==> src/rtl/mcdf_arbiter.sv <==
// mcdf_arbiter: three-channel priority packet arbiter between the slave FIFOs and the formatter.
// Define MCDF_ARB_RR_TIE_EN to break priority ties round-robin instead of by lowest index.
module mcdf_arbiter #(
  parameter int DATA_W = 32
) (
  input  logic              clk_i,
  input  logic              rstn_i,
  input  logic              slv0_valid_i,
  input  logic [DATA_W-1:0] slv0_data_i,
  output logic              slv0_ready_o,
  input  logic              slv0_en_i,
  input  logic [1:0]        slv0_prio_i,
  input  logic [2:0]        slv0_pkglen_i,
  input  logic              slv1_valid_i,
  input  logic [DATA_W-1:0] slv1_data_i,
  output logic              slv1_ready_o,
  input  logic              slv1_en_i,
  input  logic [1:0]        slv1_prio_i,
  input  logic [2:0]        slv1_pkglen_i,
  input  logic              slv2_valid_i,
  input  logic [DATA_W-1:0] slv2_data_i,
  output logic              slv2_ready_o,
  input  logic              slv2_en_i,
  input  logic [1:0]        slv2_prio_i,
  input  logic [2:0]        slv2_pkglen_i,
  input  logic              fmt_ready_i,
  output logic              fmt_valid_o,
  output logic [DATA_W-1:0] fmt_data_o,
  output logic [1:0]        fmt_chid_o,
  output logic [5:0]        fmt_length_o,
  output logic              fmt_start_o,
  output logic              fmt_end_o
);

  typedef enum logic {IDLE, SEND} state_t;

  state_t     state, state_nx;
  logic [1:0] grant_id, grant_nx;
  logic [5:0] length, length_nx;
  logic [5:0] count, count_nx;
  logic [2:0] elig, tied;
  logic [1:0] min_prio, pick;
  logic [2:0] pick_pkglen;
  logic       xfer, last_beat;

  function automatic logic [5:0] decode_len(input logic [2:0] code);
    case (code)
      3'd0:    decode_len = 6'd4;
      3'd1:    decode_len = 6'd8;
      3'd2:    decode_len = 6'd16;
      default: decode_len = 6'd32;
    endcase
  endfunction

  assign elig = {slv2_en_i & slv2_valid_i, slv1_en_i & slv1_valid_i, slv0_en_i & slv0_valid_i};

  // Find the best priority among eligible channels, then every eligible channel holding it.
  always_comb begin
    min_prio = 2'd3;
    if (elig[0] && (slv0_prio_i < min_prio)) min_prio = slv0_prio_i;
    if (elig[1] && (slv1_prio_i < min_prio)) min_prio = slv1_prio_i;
    if (elig[2] && (slv2_prio_i < min_prio)) min_prio = slv2_prio_i;
    tied = {elig[2] && (slv2_prio_i == min_prio),
            elig[1] && (slv1_prio_i == min_prio),
            elig[0] && (slv0_prio_i == min_prio)};
  end

`ifdef MCDF_ARB_RR_TIE_EN
  logic [1:0] lastgrant;

  // Search starts just after the previous winner so equal-priority channels take turns.
  always_comb begin
    case (lastgrant)
      2'd0:    pick = tied[1] ? 2'd1 : (tied[2] ? 2'd2 : 2'd0);
      2'd1:    pick = tied[2] ? 2'd2 : (tied[0] ? 2'd0 : 2'd1);
      default: pick = tied[0] ? 2'd0 : (tied[1] ? 2'd1 : 2'd2);
    endcase
  end

  always_ff @(posedge clk_i or negedge rstn_i) begin
    if (!rstn_i)                       lastgrant <= 2'd2;
    else if ((state == IDLE) && |elig) lastgrant <= pick;
  end
`else
  always_comb begin
    if (tied[0])      pick = 2'd0;
    else if (tied[1]) pick = 2'd1;
    else              pick = 2'd2;
  end
`endif

  always_comb begin
    case (pick)
      2'd0:    pick_pkglen = slv0_pkglen_i;
      2'd1:    pick_pkglen = slv1_pkglen_i;
      default: pick_pkglen = slv2_pkglen_i;
    endcase
  end

  assign last_beat = (count == length - 6'd1);

  always_comb begin
    state_nx     = state;
    grant_nx     = grant_id;
    length_nx    = length;
    count_nx     = count;
    fmt_valid_o  = 1'b0;
    fmt_data_o   = '0;
    fmt_start_o  = 1'b0;
    fmt_end_o    = 1'b0;
    slv0_ready_o = 1'b0;
    slv1_ready_o = 1'b0;
    slv2_ready_o = 1'b0;
    xfer         = 1'b0;
    case (state)
      IDLE: begin
        if (|elig) begin
          state_nx  = SEND;
          grant_nx  = pick;
          length_nx = decode_len(pick_pkglen);
          count_nx  = 6'd0;
        end
      end
      SEND: begin
        case (grant_id)
          2'd0: begin
            fmt_valid_o  = slv0_valid_i;
            fmt_data_o   = slv0_data_i;
            slv0_ready_o = fmt_ready_i;
          end
          2'd1: begin
            fmt_valid_o  = slv1_valid_i;
            fmt_data_o   = slv1_data_i;
            slv1_ready_o = fmt_ready_i;
          end
          default: begin
            fmt_valid_o  = slv2_valid_i;
            fmt_data_o   = slv2_data_i;
            slv2_ready_o = fmt_ready_i;
          end
        endcase
        fmt_start_o = (count == 6'd0);
        fmt_end_o   = last_beat;
        xfer        = fmt_valid_o & fmt_ready_i;
        // Id and length fall back to zero on exit so the formatter sees 0 while idle.
        if (xfer) begin
          if (last_beat) begin
            state_nx  = IDLE;
            grant_nx  = 2'd0;
            length_nx = 6'd0;
            count_nx  = 6'd0;
          end else begin
            count_nx = count + 6'd1;
          end
        end
      end
      default: state_nx = IDLE;
    endcase
  end

  always_ff @(posedge clk_i or negedge rstn_i) begin
    if (!rstn_i) begin
      state    <= IDLE;
      grant_id <= 2'd0;
      length   <= 6'd0;
      count    <= 6'd0;
    end else begin
      state    <= state_nx;
      grant_id <= grant_nx;
      length   <= length_nx;
      count    <= count_nx;
    end
  end

  assign fmt_chid_o   = grant_id;
  assign fmt_length_o = length;

endmodule

==> config.mk <==
export PLATFORM = sky130hd
export DESIGN_NAME = mcdf_arbiter
export DESIGN_NICKNAME = d
export VERILOG_FILES = /design/src/rtl/mcdf_arbiter.sv
export SDC_FILE = /design/constraint.sdc
export NUM_CORES = 1
export LEC_CHECK = 0
export ABC_AREA = 1
export CORE_MARGIN = 2
export CORE_UTILIZATION = 36
export CTS_CLUSTER_DIAMETER = 200
export DETAILED_ROUTE_END_ITERATION = 10
export PLACE_DENSITY = 0.95
export SYNTH_ARGS = -nofsm -noshare
export SYNTH_HDL_FRONTEND = slang
export SYNTH_SLANG_ARGS = --single-unit
==> constraint.sdc <==
create_clock -name clk_i -period 4.7 [get_ports clk_i]
set_input_delay 0.94 -clock clk_i [delete_from_list [all_inputs] [get_ports clk_i]]
set_output_delay 0.94 -clock clk_i [all_outputs]
set_load 0.02 [all_outputs]
==> impl_results.md, run 1 <==
* Iteration-0 DRC Markers at 84
* Share of cells above drive strength 1 at just under 7%
* RSZ-0062 raised after global routing: false
* H-tree depth at 1
* Clk network pwr share at 6.2%
* Initial core utilization at 36.9%
* Internal power at 0.800 mW
* Area delta synth->final at 85.9%
* Seq pwr share at 13.1%
* Tmin final at 3810 ps
* DIE HEIGHT at 78.9 µm
* MaxCap Viol Count at 0
* Pin count of the biggest net entering global routing at 26
* Clk Latency, worst-skew pair at 240 ps
* Num ports at 166
* GR Util met2 at approximately 46%
* Crit share post-route at 81.1%
* Critical Path Start Type: primary input
* Die footprint at between 6000 and 7000 µm²
* Syn avg cell area at 5.28 µm²
* Peak Freq at 0.262 GHz
* Comb power frac at 80.7%
* Drt first pass iters at 4
* Routed WL at 8000 µm
* Clk sinks at 13
* Post-CTS Setup Bufs at 0
* Synth top area share at between 20% and 30%
* Core ar. at 5470 µm²
* CTS tree: yes
* Area leader, netlist: nand2_1
* TritonCTS buffer count at 3
* FP Rows at 27
* Hold buffers post-CTS at 0
* Final Non-Filler Cells at 610
* Status: finished clean
* Met3 usage at under 10%
* Seq/Total Area, Yosys at 16.1%
* RePlAce Congestion at 0.951
* Synth Cell Area at 2020 µm²
* Max_slew headroom at 60.2%
* # nets final at 664
* Clk Tree Root Cell: clkbuf_8
* Total chip power at 1.60 mW
* Clk_skew at between 3 and 4 ps
* GR peak layer: met2
* First-pass GRT wire length at around 13000 µm
* Final setup viols at 0
* Register bit count reported by yosys at 13
* Hpwl dp at 6630 µm
* ANT cells at 0
* Peak VDD IR at 0.000257 V
* Global-route met1 utilization at between 20% and 30%
* Reg clk slew, reported paths at 60 ps
* Die X-Extent at 78.9 µm
* Setup CP Type: in2reg
* Initial antenna violation count at 0
* Vias post-DR at 2959
* YS warnings at 0
* Vias in the first global route at 2834
* Vias per cell at a little under 5
* Antenna Violating Nets Remaining at 0
* Residual DRC at 0
* PwrDens at 425 nW/µm²
* Net Switching at 0.795 mW
* Avg WL per Cell at 13.1 µm
* Synth area leaders: nand2_1 (30%), dfrtp_1 (16%), nand3_1 (13%), inv_1 (11%), nand2_2 (3.7%)
* GRT Total Usage at 25.0%
* Overflow after GRT at 0
* IO buf count at 163
* Sw Ratio at 49.8%
* Final Max Slew Viols at 0
* CP required at roughly 4800 ps
* Worst hold path class: reg2reg
* CP Capture Type: register
* Slew @ Worst Pin at around 600 ps
* Placed Instances at 606
* Worst Path Arrival at ~3900 ps
* Pleak at 1.90 nW
* Syn Inst Count at 382
* Resized cells post-CTS at 0
* Post-synth cell types at 30
* Setup total negative slack at 0 ps
* Final Hold Viols at 0
* Worst-path fanout max at 5
* Clock Path Buffers at 2
-- cell usage after synthesis, drive strengths merged --
library cell  count
xnor2             2
nand3            58
xor2              2
o22ai             4
clkbuf           11
inv              61
o21ai             8
dfrtp            13
o32ai             1
nand4             2
a2111oi           1
nand3b            3
buf               5
nor3              5
ha                5
a21oi             4
nand2           176
conb              1
nor2             19
o21bai            1
-- placed cells by master (no fill, tap or decap) --
| cell type | Yosys | final |
|---|---|---|
| a2111oi_0 | 1 | 1 |
| a21oi_1 | 4 | 4 |
| buf_4 | 2 | 4 |
| clkbuf_1 | 11 | 1 |
| clkbuf_8 | 0 | 3 |
| clkdlybuf4s50_1 | 0 | 163 |
| conb_1 | 1 | 2 |
| dfrtp_1 | 13 | 13 |
| ha_1 | 5 | 5 |
| inv_1 | 59 | 59 |
| inv_2 | 2 | 2 |
| nand2_1 | 161 | 161 |
| nand2_2 | 12 | 12 |
| nand2_4 | 3 | 3 |
| nand3_1 | 53 | 53 |
| nand3_2 | 5 | 5 |
| nand3b_1 | 3 | 3 |
| nand4_1 | 2 | 2 |
| nor2_1 | 13 | 12 |
| nor2_2 | 5 | 6 |
| nor2_4 | 1 | 1 |
| nor3_1 | 5 | 5 |
| o21ai_0 | 5 | 5 |
| o21ai_1 | 2 | 2 |
| o21ai_2 | 1 | 1 |
| o21bai_1 | 1 | 1 |
| o22ai_1 | 4 | 4 |
| o32ai_1 | 1 | 1 |
| xnor2_1 | 2 | 2 |
| xor2_1 | 2 | 2 |
-- flip-flops by register name, summed over array words and instances, names as in the netlist --
register and cells:
state 1, count 6, fmt_length_o 4, fmt_chid_o 2
-- path summary, 6_finish.rpt --
path / start / to / slack, ps / cells after the start
hold reg to reg: fmt_length_o[3] / fmt_length_o[3] / 550 / 2
setup / recovery: slv0_valid_i / fmt_length_o[5] / 890 / 21
max in group asynchronous: rstn_i / fmt_chid_o[0] / 3230 / 1
setup reg to reg: fmt_chid_o[1] / fmt_chid_o[1] / 1920 / 11
hold / removal: fmt_length_o[3] / fmt_length_o[3] / 550 / 2
min in group asynchronous: rstn_i / fmt_length_o[3] / 1080 / 1
-- kinds of logic (layout without fill, tap and decap cells) --
kind of cell	Yosys count	after routing	share of synthesized area [%]
AND/OR/NAND/NOR	263	263	58.5
buffers and inverters	77	232	14.8
AO/OA/AOI/OAI	19	19	5.64
flip-flops	13	13	16.1
adder cells (fa/ha/maj)	5	5	3.10
XOR/XNOR	4	4	1.74
other	1	2	0.186
-- power by group through the flow --
stage | Combinational [mW] | Clock [mW] | Sequential (mW)
after floorplan | 0.718 | 0 | 0.212
after global placement | 1.26 | 0 | 0.210
after detailed placement | 1.29 | 0 | 0.212
after CTS | 1.30 | 0.0989 | 0.211
after global routing | 1.42 | 0.105 | 0.219
final | 1.29 | 0.0984 | 0.210
-- cell type report --
cell class              instances  area (µm²)
fillers                       460        1720
inverters                      61         229
well taps                      72        90.1
repair buffers                167        1660
clock buffers                   4        45.0
flip-flops and latches         13         325
multi-input cells             293        1400
-- through the flow --
stage          utilization, %  area [µm²]  worst slack, ps  hold WS, ps
2_1_floorplan               -        2020             1470          523
3_3_place_gp             67.7        3710              790          521
3_5_place_dp             67.7        3710              641          533
4_1_cts                  68.6        3750              891          548
5_1_grt                  68.6        3750              588          584
6_report                 68.6        3750              889          551
-- metal layers --
layer	part of all wire, %	wire (µm)	vias to the layer above
met1	39	3090	1308
li1	-	-	1480
met3	9.7	772	18
met4	2.5	199	0
met5	0	0	-
met2	49	3930	153
-- worst max-delay path, cell delays in order --
cell and delay, ps:
clkdlybuf4s50_1 520, nand2_1 120, nor2_1 110, ha_1 240, nand2_2 80, nand2_2 60, o21ai_0 210, inv_1 90
ha_1 180, nor2_1 370, nand2_4 110, nand2_1 100, nand3_1 70, nand2_1 110, nand2_1 80, nor2_2 140
nand3_1 90, nand3_1 120, nand2_2 90, nand3_1 80, nand2_1 50
Power figures use the tool's default switching activity.
==> run 2, diff against run 1 <==
--- a/config.mk
+++ b/config.mk
@@ -7,10 +7,10 @@
 export LEC_CHECK = 0
 export ABC_AREA = 1
 export CORE_MARGIN = 2
-export CORE_UTILIZATION = 36
+export CORE_UTILIZATION = 33
 export CTS_CLUSTER_DIAMETER = 200
 export DETAILED_ROUTE_END_ITERATION = 10
-export PLACE_DENSITY = 0.95
+export PLACE_DENSITY = 0.9
 export SYNTH_ARGS = -nofsm -noshare
 export SYNTH_HDL_FRONTEND = slang
 export SYNTH_SLANG_ARGS = --single-unit
==> constraint.sdc (replaced) <==
create_clock -name clk_i -period 3.9 [get_ports clk_i]
set_input_delay 0.78 -clock clk_i [delete_from_list [all_inputs] [get_ports clk_i]]
set_output_delay 0.78 -clock clk_i [all_outputs]
set_load 0.02 [all_outputs]
==> run 2 against run 1 <==
Compared with the run above:
- hold slack got worse by 1.3 ps
- critical path type unchanged
- global-route usage fell by 2.9 points
- highest routed layer unchanged
- sequential share of layout area fell by 0.055 points
- count of clock-buffer cells in the layout did not move
- sequential power rose by 14%
- first-iteration DRC count rose by 42%
- combinational power rose by 22%
- largest cell class unchanged
- utilization fell by 4.8 points
- setup slack got worse by 550 ps
- final cell count rose by 0.66%
- power rose by 21%
==> impl_results.md, run 2 (same netlist as run 1, synthesis figures left out) <==
* Status: finished clean
* Final WS setup at 335 ps (-554 ps)
* IO buf count at 163 (unchanged)
* Area delta synth->final at 87.1%
* Num ports at 166 (unchanged)
* Drt first pass iters at 4 (unchanged)
* Clock Path Buffers at 2 (unchanged)
* Final Hold Viols at 0 (unchanged)
* Metal3 WL at 745 µm (-3.5%)
* Vias post-DR at 2980 (+0.71%)
* RSZ-0062 raised after global routing: false
* Hold buffers post-CTS at 0 (unchanged)
* Pin count of the biggest net entering global routing at 36 (+38%)
* Post-CTS Setup Bufs at 0 (unchanged)
* Initial core utilization at 34.1% (-2.8 points)
* Antenna Violating Nets Remaining at 0 (unchanged)
* # nets final at 665 (+0.15%)
* Max reg flops at 6 (unchanged)
* Setup Slack @ Placement at 152 ps (-489 ps)
* PwrDens at 513 nW/µm² (+21%)
* Vias in the first global route at 2796 (-1.3%)
* Routed met1 length at 3160 µm (+2.2%)
* Reg2reg setup slack at 1450 ps (-470 ps)
* TritonCTS buffer count at 3 (unchanged)
* Slew @ Worst Pin at 696 ps (+100 ps)
* H-tree depth at 1 (unchanged)
* End of the worst register-to-register path: count[2]
* Critical Path Start Type: primary input
* Initial antenna violation count at 0 (unchanged)
* Worst Path Arrival at 3690 ps (-250 ps)
* Final Max Slew Viols at 0 (unchanged)
* Clk Latency, worst-skew pair at 240 ps (about the same)
* Residual DRC at 0 (unchanged)
* Routed WL at 7880 µm (-1.4%)
* Resized cells post-CTS at 0 (unchanged)
* RePlAce Congestion at 0.976 (+2.7%)
* Clk_skew at 0.938 ps (-2.72 ps)
* Setup CP Type: in2reg
* Die footprint at 6760 µm² (+8.6%)
* Clk sinks at 13 (unchanged)
* ANT cells at 0 (unchanged)
* Crit share post-route at about nine tenths
* Worst-path fanout max at 5 (unchanged)
* Vias per cell at 4.85 (about the same)
* Most frequent cells in the layout: clkdlybuf4s50_1 (163), nand2_1 (161), inv_1 (59)
* GRT Total Usage at 22.1% (-2.9 points)
* Hold Path Cell Cnt at 2 (unchanged)
* Tmin final at 3570 ps
* Met2 wire len at 3740 µm (-5.0%)
* Worst hold path class: reg2reg
* CP required at 4020 ps (-810 ps)
* CP Capture Type: register
* Peak Freq at 0.281 GHz
* Top Layer Used: met4
* Peak VDD IR at 0.000391 V (+52%)
* Placed Instances at 610 (+0.66%)
* Setup total negative slack at 0 ps (unchanged)
* DIE HEIGHT at 82.2 µm (+4.2%)
* Most common cell after layout, fill and taps aside: clkdlybuf4s50_1
* Final setup viols at 0 (unchanged)
* Clk Tree Root Cell: clkbuf_8
* Max_slew headroom at 53.6% (-6.6 points)
* Worst flop-to-flop path startpoint: fmt_chid_o[0]
* Final Non-Filler Cells at 614 (+0.66%)
* FP Rows at 28 (+3.7%)
* Core ar. at 5920 µm² (+8.2%)
* CTS tree: yes
* Largest register by flop count: count
* Avg WL per Cell at 12.8 µm (-2.1%)
* Die X-Extent at 82.2 µm (+4.2%)
* Overflow after GRT at 0 (unchanged)
* Pleak at 1.91 nW (+0.45%)
* MaxCap Viol Count at 0 (unchanged)
* Iteration-0 DRC Markers at 119 (+42%)
* Worst reg2reg path depth at 11 (unchanged)
* Endpoint, Worst Hold: fmt_length_o[3]
* Hpwl dp at 6380 µm (-3.7%)
* First-pass GRT wire length at 11800 µm (-6.9%)
* Reg clk slew, reported paths at 50 ps (about the same)
* Hold_sp: fmt_length_o[3]
* Share of cells above drive strength 1 at 7.05% (+0.17 points)
==> run 2: changes by cell type in the layout (fill, tap and decap cells not counted), sizes merged <==
cell  previous run  this run
buf              4         5
==> run 2: worst max path at each step <==
stage                       startpoint         endpoint  slack [ps]  cells after the start
after floorplan           slv0_valid_i  fmt_length_o[5]         830                     20
after global placement    slv0_valid_i  fmt_length_o[5]         310                     22
after detailed placement  slv0_valid_i  fmt_length_o[5]         150                     21
after CTS                 slv0_valid_i  fmt_length_o[5]         400                     21
after global routing      slv0_valid_i  fmt_length_o[5]         100                     22
final                     slv0_valid_i  fmt_length_o[5]         330                     21
==> run 2: worst max-delay path: stages <==
cell	delay, ps
clkdlybuf4s50_1	520
nand2_1	120
nor2_1	110
ha_1	240
nand2_2	90
nand2_2	70
o21ai_0	220
inv_1	90
ha_1	320
nand2_4	120
nand2_4	70
nand2_1	80
nand3_1	70
nand2_1	100
nand2_1	80
nor2_2	140
nand3_1	110
nand3_1	130
nand2_2	90
nand3_1	80
nand2_1	50
==> run 2: report_power, final <==
part	internal, mW	switching [mW]
combinational	0.717	0.866
sequential	0.190	0.0501
clock	0.0719	0.0437
==> run 2: cell type report <==
class	instances	area, µm²
inverter	61	229
fill	498	2140
sequential	13	325
timing repair buffer	168	1680
clock buffer	4	45.0
tap	75	93.8
multi-input combinational	293	1400
==> run 2: routing by layer <==
layer / up-vias / global-route usage [%]
li1: 1484 / -
met1: 1319 / 23.9
met2: 153 / 41.2
met3: 24 / 4.57
met4: 0 / 9.33
met5: - / 0
==> run 2: stage by stage <==
step | total power, mW | cell area (µm²) | util (%) | hold WS (ps)
floorplan | 1.12 | 2020 | - | 484
global placement | 1.79 | 3730 | 63.0 | 524
detailed placement | 1.82 | 3730 | 63.0 | 533
CTS | 1.95 | 3780 | 63.8 | 549
global route | 2.10 | 3780 | 63.8 | 586
finish | 1.94 | 3780 | 63.8 | 550
==> RTL edit 1 (settings of run 1) <==
`DATA_W`: 32 -> 48.
--- a/src/rtl/mcdf_arbiter.sv
+++ b/src/rtl/mcdf_arbiter.sv
@@ -2,5 +2,5 @@
 // Define MCDF_ARB_RR_TIE_EN to break priority ties round-robin instead of by lowest index.
 module mcdf_arbiter #(
-  parameter int DATA_W = 32
+  parameter int DATA_W = 48
 ) (
   input  logic              clk_i,
Interface: changed (resized fmt_data_o, slv0_data_i, slv1_data_i and slv2_data_i); port bits go from 166 to 230. No check against the original RTL was run, so the function may have changed too.
==> RTL edit 1 against run 1 <==
- critical path depth unchanged
- wire length is 32% higher
- combinational power increased by 34%
- clock skew rose by 0.0039 ns
- cell area rose by 29%
- total power grew 32%
- sequential cell count unchanged
- area after synthesis grew 23%
- largest cell class unchanged
- setup slack lost 0.12 ns
==> RTL edit 1: results (changes against run 1) <==
Layout
  • Fillers: 557 (was 460)
  • Max reg flops: 6 (unchanged)
  • Layout cells sized above 1: 6.13% (was 6.88%)
  • Final Net Count: 875 (was 664)
  • N_diodes: 0 (unchanged)
  • Biggest register: count (unchanged)

Global route
  • GR met3 Demand/Resource: 4.83% (was 5.00%)
  • GR Util met2: 51.1% (was 46.2%)
  • Largest net degree at the start of global routing: 56 (was 26)
  • First-pass GRT wire length: 16200 microns (was 12700 microns)
  • Initial antenna violation count: 0 (unchanged)
  • GR Util met1: 28.2% (was 29.4%)
  • GRT Total Usage: 26.2% (was 25.0%)
  • Vias in the first global route: 3655 (was 2834)

Hold path
  • Hold/Removal Path Class: reg2reg (unchanged)

Synth
  • Post-synth ARST share: 100% (unchanged)
  • Adder-Cell Fraction of Synth Area: 2.52% (was 3.10%)
  • Mux share of post-synthesis cell area: 0% (unchanged)
  • Compound-Gate Fraction of Synth Area: 4.69% (was 5.64%)
  • Commonest cells post-synth: nand2_1 (224), inv_1 (72), nand3_1 (72), clkbuf_1 (18), nor2_1 (14) (was nand2_1 (161), inv_1 (59), nand3_1 (53), dfrtp_1 (13), nor2_1 (13))
  • Yosys warns: 0 (unchanged)
  • Top FF cell, synth: dfrtp_1 (unchanged)
  • Synth cell types: 29 (was 30)
  • Post-Synth XOR/XNOR Area: 1.41% (was 1.74%)
  • Largest cells by area after synthesis: nand2_1 (34%), nand3_1 (15%), dfrtp_1 (13%) (was nand2_1 (30%), dfrtp_1 (16%), nand3_1 (13%))
  • Post-synthesis sequential area ratio: 13.1% (was 16.1%)

Pwr
  • Leakage: 0.00245 uW (was 0.00190 uW)
  • Internal power: 1030 uW (was 800 uW)
  • Worst vdd ir: 218 uV (was 257 uV)

Clock tree
  • H-tree depth: 1 (unchanged)
  • Worst-path clk slew: 0.06 ns (about the same)
  • Skew-Pair Late Insertion Delay: 0.25 ns
  • Cts bufs inserted: 3 (unchanged)
  • Total setup buffers inserted after CTS: 0 (unchanged)
  • Post-CTS Resized: 0 (unchanged)
  • CTS Root Cell: clkbuf_8 (unchanged)

Placement
  • I/O Buffers: 227 (was 163)
  • RD Place Congestion: 0.865 (was 0.951)
  • DP HPWL: 8710 microns (was 6630 microns)

Setup path
  • Critical path's slowest cell: clkdlybuf4s50_1 (unchanged)
  • Crit path max fanout: 7 (was 5)
  • CP max stage delay: 0.52 ns (about the same)
  • Arr. time, crit path: 4.07 ns (was 3.94 ns)

Routing
  • Number of iterations in the first detailed-routing pass: 5 (was 4)
  • Drt wl/cell: 13.5 microns (was 13.1 microns)
  • Initial DRC count: 106 (was 84)
  • Vias/cell: 4.85 (about the same)

Die
  • Row cnt: 30 (was 27)

Timing
  • Worst slew pin tran: 1.01 ns (was 0.596 ns)
  • Worst Skew: 0.00760 ns (was 0.00366 ns)

Outcome
  • Outcome: finished clean (unchanged)
## RTL edit 1: cell count changes after synthesis, sizes merged, moves of 2 or more
cell	delta
nand2	+63
nand3	+19
inv	+16
clkbuf	+7
nor2	+2
## RTL edit 1: path summary, 6_finish.rpt
kind,start,endpoint,slack [ns],cells after the start
max in group asynchronous,rstn_i,state,3.22,1
min in group asynchronous,rstn_i,fmt_length_o[5],1.06,1
setup reg to reg,fmt_chid_o[1],count[3],1.91,10
hold / removal,fmt_length_o[3],fmt_length_o[3],0.54,2
hold reg to reg,fmt_length_o[3],fmt_length_o[3],0.54,2
setup / recovery,slv0_valid_i,fmt_length_o[5],0.77,21
## RTL edit 1: kinds of logic (layout without fill, tap and decap cells)
kind of cell	count (synthesis)	in the layout
other	1	2
buffers and inverters	101	310
AO/OA/AOI/OAI	19	19
AND/OR/NAND/NOR	348	348
XOR/XNOR	4	4
adder cells (fa/ha/maj)	5	5
flip-flops	13	13
## RTL edit 1: worst max-delay path, delay by kind of cell
kind	cells	cell delay, ns
AO/OA/AOI/OAI	1	0.22
buffers and inverters	2	0.64
AND/OR/NAND/NOR	16	1.82
adder cells (fa/ha/maj)	2	0.45
## RTL edit 1: cell type report
cell class                 count  area, sq um  share of cell area (%)
clock buffer                   4         45.0                   0.929
inverter                      77          289                    5.96
multi-input combinational    378         1790                    36.9
sequential                    13          328                    6.76
tap                           80          100                    2.06
timing repair buffer         229         2300                    47.4
## RTL edit 1: metrics by stage
stage               area (sq um)  setup WS (ns)  total power (uW)  utilization, %  instances
floorplan                   2480           1.41              1200               -        492
global placement            4800          0.752              1970            71.5        777
detailed placement          4800          0.530              2010            71.5        777
CTS                         4850          0.780              2120            72.2        781
global route                4850          0.378              2300            72.2        781
finish                      4850          0.772              2110            72.2        781
## RTL edit 1: power groups by stage
stage	Clock (uW)	Combinational (uW)	Sequential [uW]
after floorplan	0	983	218
after CTS	102	1740	281
after global placement	0	1690	278
after detailed placement	0	1730	282
after global routing	107	1900	294
final	102	1730	281
## RTL edit 1: metal layers
metal  vias up  routed length, microns  share of wire [%]
met5         -                       0                  0
met4         0                     225                2.1
met3        19                     734                7.0
met2       154                    5650                 54
met1      1700                    3930                 37
li1       1916                       -                  -
==> RTL edit 2 (flow settings as in run 1) <==
Made on the original files. Build with the macro `MCDF_ARB_RR_TIE_EN` defined.
--- a/src/rtl/mcdf_arbiter.sv
+++ b/src/rtl/mcdf_arbiter.sv
@@ -1,4 +1,6 @@
 // mcdf_arbiter: three-channel priority packet arbiter between the slave FIFOs and the formatter.
 // Define MCDF_ARB_RR_TIE_EN to break priority ties round-robin instead of by lowest index.
+`define MCDF_ARB_RR_TIE_EN
+
 module mcdf_arbiter #(
   parameter int DATA_W = 32
Function: changed (Yosys sat finds a counterexample within 10 cycles, from zero or initial values and one cycle with rstn_i low).
==> RTL edit 2 against run 1 <==
- total power shrank 4.7%
- cell area grew 6.2%
- wire length grew 3.5%
- worst hold slack lost 0.054 ns
- setup slack lost 0.31 ns
- area after synthesis grew 11%
- via count grew 7.6%
- fmax shrank 7.5%
- sequential cell count grew 2
- clock power grew 7%
- critical endpoint unchanged
- largest cell class unchanged
==> RTL edit 2: results (changes against run 1) <==
Layout
  • Fin cells: 652 (was 610)
  • N_diodes: 0 (unchanged)
  • Multi-input gate area: 1540 sq um (was 1400 sq um)
  • Final Net Count: 703 (was 664)
  • Fillers: 500 (was 460)
  • Layout cells sized above 1: 7.63% (was 6.88%)

Setup path
  • Crit path max fanout: 6 (was 5)
  • R2R Setup Slk: 2.06 ns (was 1.92 ns)
  • Crit Reg-Reg Endpoint: count[4] (was fmt_chid_o[1])
  • Arr. time, crit path: 4.26 ns (was 3.94 ns)
  • R2r worst-path depth: 12 (was 11)
  • R2r startpoint: fmt_chid_o[0] (was fmt_chid_o[1])

Clock tree
  • Cts bufs inserted: 3 (unchanged)

Pwr
  • Switching share of power: 49.6% (was 49.8%)
  • Leakage: 0.00203 uW (was 0.00190 uW)
  • Worst vdd ir: 261 uV (was 257 uV)

Timing
  • Worst slew pin tran: 0.763 ns (was 0.596 ns)
  • Hold_ws: 0.497 ns (was 0.551 ns)
  • Worst Skew: 0.00103 ns (was 0.00366 ns)

Global route
  • GR met3 Demand/Resource: 3.78% (was 5.00%)
  • GRT Total Usage: 23.3% (was 25.0%)
  • First-pass GRT wire length: 13800 microns (was 12700 microns)
  • GR Util met1: 25.7% (was 29.4%)
  • Largest net degree at the start of global routing: 36 (was 26)
  • GR Util met2: 45.5% (was 46.2%)
  • Initial antenna violation count: 0 (unchanged)
  • Vias in the first global route: 3134 (was 2834)

Placement
  • DP HPWL: 6900 microns (was 6630 microns)
  • Dpl cell area: 3940 sq um (was 3710 sq um)
  • RD Place Congestion: 0.919 (was 0.951)

Hold path
  • Worst hold path cell count: 1 (was 2)
  • Hold EP: count[4] (was fmt_length_o[3])
  • HP Start: count[4] (was fmt_length_o[3])

Synth
  • Top FF cell, synth: dfrtp_1 (unchanged)
  • Synth cell types: 33 (was 30)
  • Largest cells by area after synthesis: nand2_1 (28%), dfrtp_1 (16%), nand3_1 (12%) (was nand2_1 (30%), dfrtp_1 (16%), nand3_1 (13%))
  • Post-synthesis sequential area ratio: 16.8% (was 16.1%)
  • Post-synthesis cell count: 421 (was 382)
  • Commonest cells post-synth: nand2_1 (168), inv_1 (68), nand3_1 (54), nor2_1 (22), dfrtp_1 (14) (was nand2_1 (161), inv_1 (59), nand3_1 (53), dfrtp_1 (13), nor2_1 (13))

Outcome
  • Outcome: finished clean (unchanged)

Job
  • Max Cap Viol: 0 (unchanged)

Routing
  • Vias/cell: 4.88 (was 4.85)
  • Initial DRC count: 124 (was 84)
  • Drt wl/cell: 12.7 microns (was 13.1 microns)
[RTL edit 2: cell count changes in the layout (fill, tap and decap cells not counted), moves of 2 or more]
cell | before | now
nand3_2 | 5 | 7
nor2_2 | 6 | 8
o21ai_1 | 2 | 5
o22ai_1 | 4 | 2
nor3_1 | 5 | 7
nand2_1 | 161 | 168
inv_1 | 59 | 68
nor2_1 | 12 | 20
[RTL edit 2: final cells by class]
class                           count  area share [%]
Timing Repair Buffer              167            41.7
Multi-Input combinational cell    320            38.7
Sequential cell                    15            9.45
Inverter                           71            6.69
Tap cell                           75            2.35
Clock buffer                        3            1.04
Clock inverter                      1           0.126
[RTL edit 2: routing by layer]
layer,share of wire [%],routed length (microns)
met5,0,0
met1,39,3220
met4,2.0,167
met2,54,4460
met3,5.2,428
[RTL edit 2: critical path: stages]
cell and delay (ns):
clkdlybuf4s50_1 0.53, nand2_1 0.13, nor2_1 0.11, ha_1 0.23
nand2_1 0.10, nand2_2 0.08, o21ai_1 0.24, inv_2 0.10
ha_1 0.21, nor2_2 0.28, nand3_1 0.17, nand2_1 0.12
nand2_1 0.07, nand2_2 0.09, nand3_2 0.09, nand3_1 0.10
nand3_1 0.16, nand2_1 0.12, nand2_2 0.08, nor2_4 0.11
nand2_2 0.07, nand3_1 0.08, nand2_1 0.05
[RTL edit 2: kinds of logic (layout without fill, tap and decap cells)]
family          after synthesis  in the layout  share of synthesized area, %
buf+inv                      87            242                          14.9
xor+xnor                      4              4                          1.56
other cells                   1              2                         0.167
compound gates               22             22                          5.91
fa+ha+maj                     5              5                          2.79
flops                        15             15                          16.8
simple gates                287            287                          57.9
[RTL edit 2: worst max path at each step]
stage                           end  slack, ns  cells past startpoint
detailed placement  fmt_length_o[5]       0.34                     24
finish              fmt_length_o[5]       0.58                     23
global route        fmt_length_o[5]       0.18                     25
floorplan           fmt_length_o[5]       1.23                     24
CTS                 fmt_length_o[5]       0.60                     24
global placement    fmt_length_o[5]       0.53                     25
[RTL edit 2: per-stage QoR]
stage | power [uW] | worst slack [ns]
after global routing | 1660 | 0.181
after floorplan | 890 | 1.23
after detailed placement | 1420 | 0.341
after global placement | 1390 | 0.526
after CTS | 1530 | 0.600
final | 1520 | 0.582
[RTL edit 2: power groups by stage]
stage                     combinational, uW  clock, uW  sequential (uW)
after floorplan                         674          0              216
after global routing                   1320        116              217
after detailed placement               1210          0              213
after CTS                              1220        108              210
final                                  1200        105              212
after global placement                 1180          0              210
